`config.mk`:
```
export PLATFORM = sky130hd
export DESIGN_NAME = vliw_fwd_hazard
export DESIGN_NICKNAME = d
export VERILOG_FILES = /design/src/rtl/vliw_fwd_hazard.sv
export SDC_FILE = /design/constraint.sdc
export NUM_CORES = 1
export LEC_CHECK = 0
export ABC_AREA = 1
export BUFFER_PORTS_ARGS = -buffer_cell sky130_fd_sc_hd__buf_2
export CAP_MARGIN = 20
export CELL_PAD_IN_SITES_DETAIL_PLACEMENT = 0
export CELL_PAD_IN_SITES_GLOBAL_PLACEMENT = 1
export CORE_ASPECT_RATIO = 1.4
export CORE_MARGIN = 2
export CORE_UTILIZATION = 43
export CTS_BUF_LIST = sky130_fd_sc_hd__clkbuf_4
export CTS_CLUSTER_SIZE = 20
export DETAILED_ROUTE_END_ITERATION = 12
export PLACE_DENSITY_LB_ADDON = 0.1
export SYNTH_ARGS = -nofsm -noshare
export SYNTH_HDL_FRONTEND = slang
export SYNTH_SLANG_ARGS = --single-unit
```
`constraint.sdc`:
```
create_clock -name clk -period 2.9 [get_ports clk]
set_input_delay 0.58 -clock clk [delete_from_list [all_inputs] [get_ports clk]]
set_output_delay 0.58 -clock clk [all_outputs]
set_load 0.02 [all_outputs]
```
`src/rtl/vliw_fwd_hazard.sv`:
```
// Forwarding-select and load-use interlock unit for an N-lane VLIW pipeline (ID/EX boundary).
// Optional N-flag forwarding is compiled in when VLIW_FWD_NFLAG_EN is defined.
module vliw_fwd_hazard #(
  parameter int LANES  = 2,
  parameter int SRCS   = 2,
  parameter int REG_AW = 3,
  parameter int SEL_W  = $clog2(2*LANES+1),
  parameter int CNT_W  = 16
) (
  input  logic                          clk,
  input  logic                          reset,
  input  logic                          pipe_hold,
  input  logic                          id_valid,
  input  logic [LANES*SRCS*REG_AW-1:0]  id_src_addr,
  input  logic [LANES*SRCS-1:0]         id_src_use,
  input  logic [LANES*REG_AW-1:0]       id_dst_addr,
  input  logic [LANES-1:0]              id_wr,
  input  logic [LANES-1:0]              id_is_load,
  input  logic [LANES-1:0]              id_flag_wr,
  input  logic                          id_flag_rd,
  output logic                          stall,
  output logic [LANES*SRCS*SEL_W-1:0]   ex_fwd_sel,
  output logic [SEL_W-1:0]              ex_nflag_sel,
  output logic [CNT_W-1:0]              stall_cnt
);

  localparam int OPS = LANES * SRCS;

  // S1 = descriptor of the bundle now in EX, S2 = the one now in MEM.
  logic [LANES-1:0][REG_AW-1:0] s1_dst, s2_dst;
  logic [LANES-1:0]             s1_wr, s2_wr;
  logic [LANES-1:0]             s1_load;

  logic [OPS*SEL_W-1:0] fwd_sel_d;
  logic                 load_hit;

  // Lanes of a stage whose destination equals addr.
  function automatic logic [LANES-1:0] dst_match(
    input logic [REG_AW-1:0]             addr,
    input logic [LANES-1:0]              wr,
    input logic [LANES-1:0][REG_AW-1:0]  dst
  );
    logic [LANES-1:0] hit;
    for (int k = 0; k < LANES; k++)
      hit[k] = wr[k] && (dst[k] == addr);
    return hit;
  endfunction

  // EX/MEM beats MEM/WB; within a stage the highest lane wins (later writes override).
  function automatic logic [SEL_W-1:0] pick_sel(
    input logic [LANES-1:0] s1_hit,
    input logic [LANES-1:0] s2_hit
  );
    logic [SEL_W-1:0] sel;
    sel = '0;
    for (int k = 0; k < LANES; k++)
      if (s2_hit[k]) sel = SEL_W'(LANES + k + 1);
    for (int k = 0; k < LANES; k++)
      if (s1_hit[k]) sel = SEL_W'(k + 1);
    return sel;
  endfunction

  // NOTE: every variable written in always_comb gets a default first, so no path leaves it unassigned and no latch is inferred.
  always_comb begin
    fwd_sel_d = '0;
    load_hit  = 1'b0;
    for (int op = 0; op < OPS; op++) begin
      if (id_valid && id_src_use[op]) begin
        fwd_sel_d[op*SEL_W +: SEL_W] =
          pick_sel(dst_match(id_src_addr[op*REG_AW +: REG_AW], s1_wr, s1_dst),
                   dst_match(id_src_addr[op*REG_AW +: REG_AW], s2_wr, s2_dst));
        if (|dst_match(id_src_addr[op*REG_AW +: REG_AW], s1_wr & s1_load, s1_dst))
          load_hit = 1'b1;
      end
    end
  end

  // Loads in S2 forward from MEM/WB, so only an S1 load can force a bubble.
  assign stall = id_valid && load_hit;

  // NOTE: sequential state uses non-blocking assignments only; reset is synchronous and wins over hold and stall.
  always_ff @(posedge clk) begin
    if (reset) begin
      s1_dst     <= '0;
      s1_wr      <= '0;
      s1_load    <= '0;
      s2_dst     <= '0;
      s2_wr      <= '0;
      ex_fwd_sel <= '0;
      stall_cnt  <= '0;
    end else if (!pipe_hold) begin
      s2_dst <= s1_dst;
      s2_wr  <= s1_wr;
      if (stall) begin
        s1_dst     <= '0;
        s1_wr      <= '0;
        s1_load    <= '0;
        ex_fwd_sel <= '0;
        if (stall_cnt != {CNT_W{1'b1}})
          stall_cnt <= stall_cnt + 1'b1;
      end else begin
        s1_dst     <= id_valid ? id_dst_addr : '0;
        s1_wr      <= id_valid ? id_wr       : '0;
        s1_load    <= id_valid ? id_is_load  : '0;
        ex_fwd_sel <= fwd_sel_d;
      end
    end
  end

`ifdef VLIW_FWD_NFLAG_EN
  logic [LANES-1:0] s1_flag, s2_flag;
  logic [SEL_W-1:0] nflag_sel_d;

  always_comb begin
    nflag_sel_d = '0;
    if (id_valid && id_flag_rd)
      nflag_sel_d = pick_sel(s1_flag, s2_flag);
  end

  always_ff @(posedge clk) begin
    if (reset) begin
      s1_flag      <= '0;
      s2_flag      <= '0;
      ex_nflag_sel <= '0;
    end else if (!pipe_hold) begin
      s2_flag <= s1_flag;
      if (stall) begin
        s1_flag      <= '0;
        ex_nflag_sel <= '0;
      end else begin
        s1_flag      <= id_valid ? id_flag_wr : '0;
        ex_nflag_sel <= nflag_sel_d;
      end
    end
  end
`else
  // Flag forwarding compiled out: the flag inputs are intentionally unused.
  logic unused_flag_inputs;
  assign unused_flag_inputs = ^{id_flag_wr, id_flag_rd};
  assign ex_nflag_sel       = '0;
`endif

endmodule

```
==> flow_metrics.tcl <==
set metrics [dict create \
    synthTopCellsByArea "dfxtp_1, nand2_1, a21oi_1" \
    drt-initial-drc-count 134 \
    use_met2_pct 41.4 \
    dp_cells 605 \
    crit_chain "nand2_1, inv_1, nand4_1, nand2_1, nand2_1, nand2_2, inv_2, nand2_4, buf_2" \
    required_ns 2.32 \
    num_io_pins 65 \
    die_x_um 75.7 \
    post-route-util_pct 49.0 \
    fin_skew_ns 0.0146 \
    grt_pass1_vias 2925 \
    rsz0062_at_grt "no" \
    ys_top_cells_by_count "nand2_1, dfxtp_1, a21oi_1, inv_1, nand3_1" \
    min-delay-start "id_wr[0]" \
    clk_latency_ns 0.37 \
    yosysUniqueCellTypes 32 \
    synth_edf_count 0 \
    cpPeakStageDelay_ns 0.53 \
    layout-drive-gt1-share_pct 20.8 \
    path_class "register to output pin" \
    fin_cells 613 \
    peakVddDrop_mv 0.181 \
    die_y_um 104 \
    yosys_warnings 0 \
    clockRootBuffer "clkbuf_4" \
    dr.pass1.iters 4 \
    yosysTopAreaCellShare_pct 29.8 \
    die-area_um2 7900 \
    grt.busiest_layer "met2" \
    wirelength_um 8530 \
    total_power_w 0.00116 \
    hold_viol 0 \
    slew_headroom_pct 53.4 \
    fill_cells 784 \
    crit_start "s1_wr[1]$_SDFFE_PP0N_" \
    setup_viol 0 \
    area_growth_pct 10.6 \
    cts_resized 0 \
    synth_flop_cell "dfxtp_1" \
    tritoncts "built" \
    ctsHoldBuffers 0 \
    syn_avg_cell_area_um2 6.53 \
    yosysTopAreaCell "dfxtp_1" \
    cp-start-kind "register" \
    grt_pass1_wl_um 14000 \
    maxCapViolations 0 \
    io_buffers 58 \
    setup_tns_ns 0 \
    status "completed" \
    final_nets 551 \
    grt.met3_usage_pct 3.59 \
    grt_max_degree 35 \
    timing.final.ws_setup_ns 0.301 \
    viasPerCell 5.01 \
    worst_path_max_delay_cell "dfxtp_1" \
    place_ws_ns 0.527 \
    clk_pin_slew_ns 0.15 \
    cp_max_fo 15 \
    num_antenna_cells 0 \
    leakage_nw 1.44 \
    pwr_density_cell_nw_per_um2 339 \
    coreArea_um2 6980 \
    endpoint_kind "output pin" \
    hp-class "input pin to register" \
    seq_area_frac_synth_pct 29.8 \
    cts_buffers 5 \
    vias 3071 \
    wl_per_cell_um 13.9 \
    antenna_left 0 \
    tightest_slew_ns 0.699 \
    initial_core_util_pct 44.3 \
    post_cts_buffers 0 \
    place.gp.congestion 0.885 \
    synthArstFlopShare_pct 0 \
    path_common_cell "nand2_1" \
    worstReg2RegStart "stall_cnt[0]$_SDFFE_PP0P_" \
    crit_arrival_ns 2.02 \
    syn_area_um2 3090 \
    netlist_instances 474 \
    track_usage_pct 22.9 \
    synth_most_common_cell "nand2_1" \
    rows 36 \
    h-tree-depth 2 \
    period_needed_ns 2.60 \
    clock_path_buffers 2 \
    fmax_mhz 385 \
    met1_usage_pct 26.0 \
    ys_ff_latch 46 \
    grt_overflow 0 \
    antenna_found_initial 0 \
    cts.sinks 46 \
    drc 0 \
    period_share_pct 89.6 \
    finalMaxSlewViolations 0 \
    hpwl_um 6580 \
]
[final timing paths]
kind,cells after the start,to,slack (ns)
setup reg to reg,9,stall_cnt[12]$_SDFFE_PP0P_,0.73
hold reg to reg,2,ex_fwd_sel[0]$_SDFFE_PP0N_,0.46
setup / recovery,9,stall,0.30
hold / removal,3,s1_wr[0]$_SDFFE_PP0N_,0.46
[per-stage QoR]
| step | area [um^2] | hold slack [ns] |
|---|---|---|
| 2_1_floorplan | 3100 | 0.446 |
| 3_3_place_gp | 3360 | 0.447 |
| 3_5_place_dp | 3360 | 0.447 |
| 4_1_cts | 3420 | 0.445 |
| 5_1_grt | 3420 | 0.436 |
| 6_report | 3420 | 0.457 |
[state kept, by name, indices dropped and copies added (netlist names)]
register,flops
s1_dst,6
s2_wr,2
ex_fwd_sel,12
s2_dst,6
s1_load,2
s1_wr,2
stall_cnt,16
[logic make-up (layout without fill, tap and decap cells)]
| family | count (synthesis) | in the layout | synth area share [%] |
|---|---|---|---|
| simple gates | 241 | 241 | 34.8 |
| xor+xnor | 35 | 35 | 9.91 |
| fa+ha+maj | 1 | 1 | 0.404 |
| flops | 46 | 46 | 29.8 |
| other cells | 1 | 3 | 0.121 |
| compound gates | 72 | 72 | 13.4 |
| buf+inv | 78 | 120 | 11.6 |
[layer usage]
| metal | up-vias | share of wire [%] |
|---|---|---|
| met5 | - | 0 |
| met4 | 0 | 2.9 |
| met3 | 18 | 2.8 |
| met2 | 60 | 53 |
| met1 | 1394 | 41 |
| li1 | 1599 | - |
[cells in the final DEF, fill, tap and decap left out, types with 2 or more instances in the layout]
cell type    n
inv_2       12
a21oi_1     41
nand2_2     13
nand2_1    121
o22ai_1      2
dfxtp_1     46
xor2_1      19
nor3_1      12
nand3_1     40
nand2_4      2
buf_2       58
nor2_1      32
conb_1       3
buf_4        2
clkbuf_4     5
nand4_1     16
o21ai_0     16
xnor2_1     16
a21oi_2     10
inv_1       40
[where the power goes]
group	switching, W	total, W	internal (W)
Combinational	0.000112	0.000174	0.0000620
Sequential	0.0000212	0.000665	0.000644
Clock	0.000226	0.000321	0.0000947
[area by class of cell]
class	instances	area, um^2	share of cell area (%)
Multi-Input combinational cell	352	1820	53.3
Sequential cell	46	921	26.9
Timing Repair Buffer	60	305	8.92
Inverter	52	195	5.71
Tap cell	95	119	3.47
Clock buffer	5	37.5	1.10
Clock inverter	3	21.3	0.622
[critical path: cells and delay by family (launching register included)]
kind | cells | cell delay, ns
simple gates | 6 | 0.70
flops | 1 | 0.53
buf+inv | 3 | 0.41
Note: power is estimated with default switching activity, not from simulation.
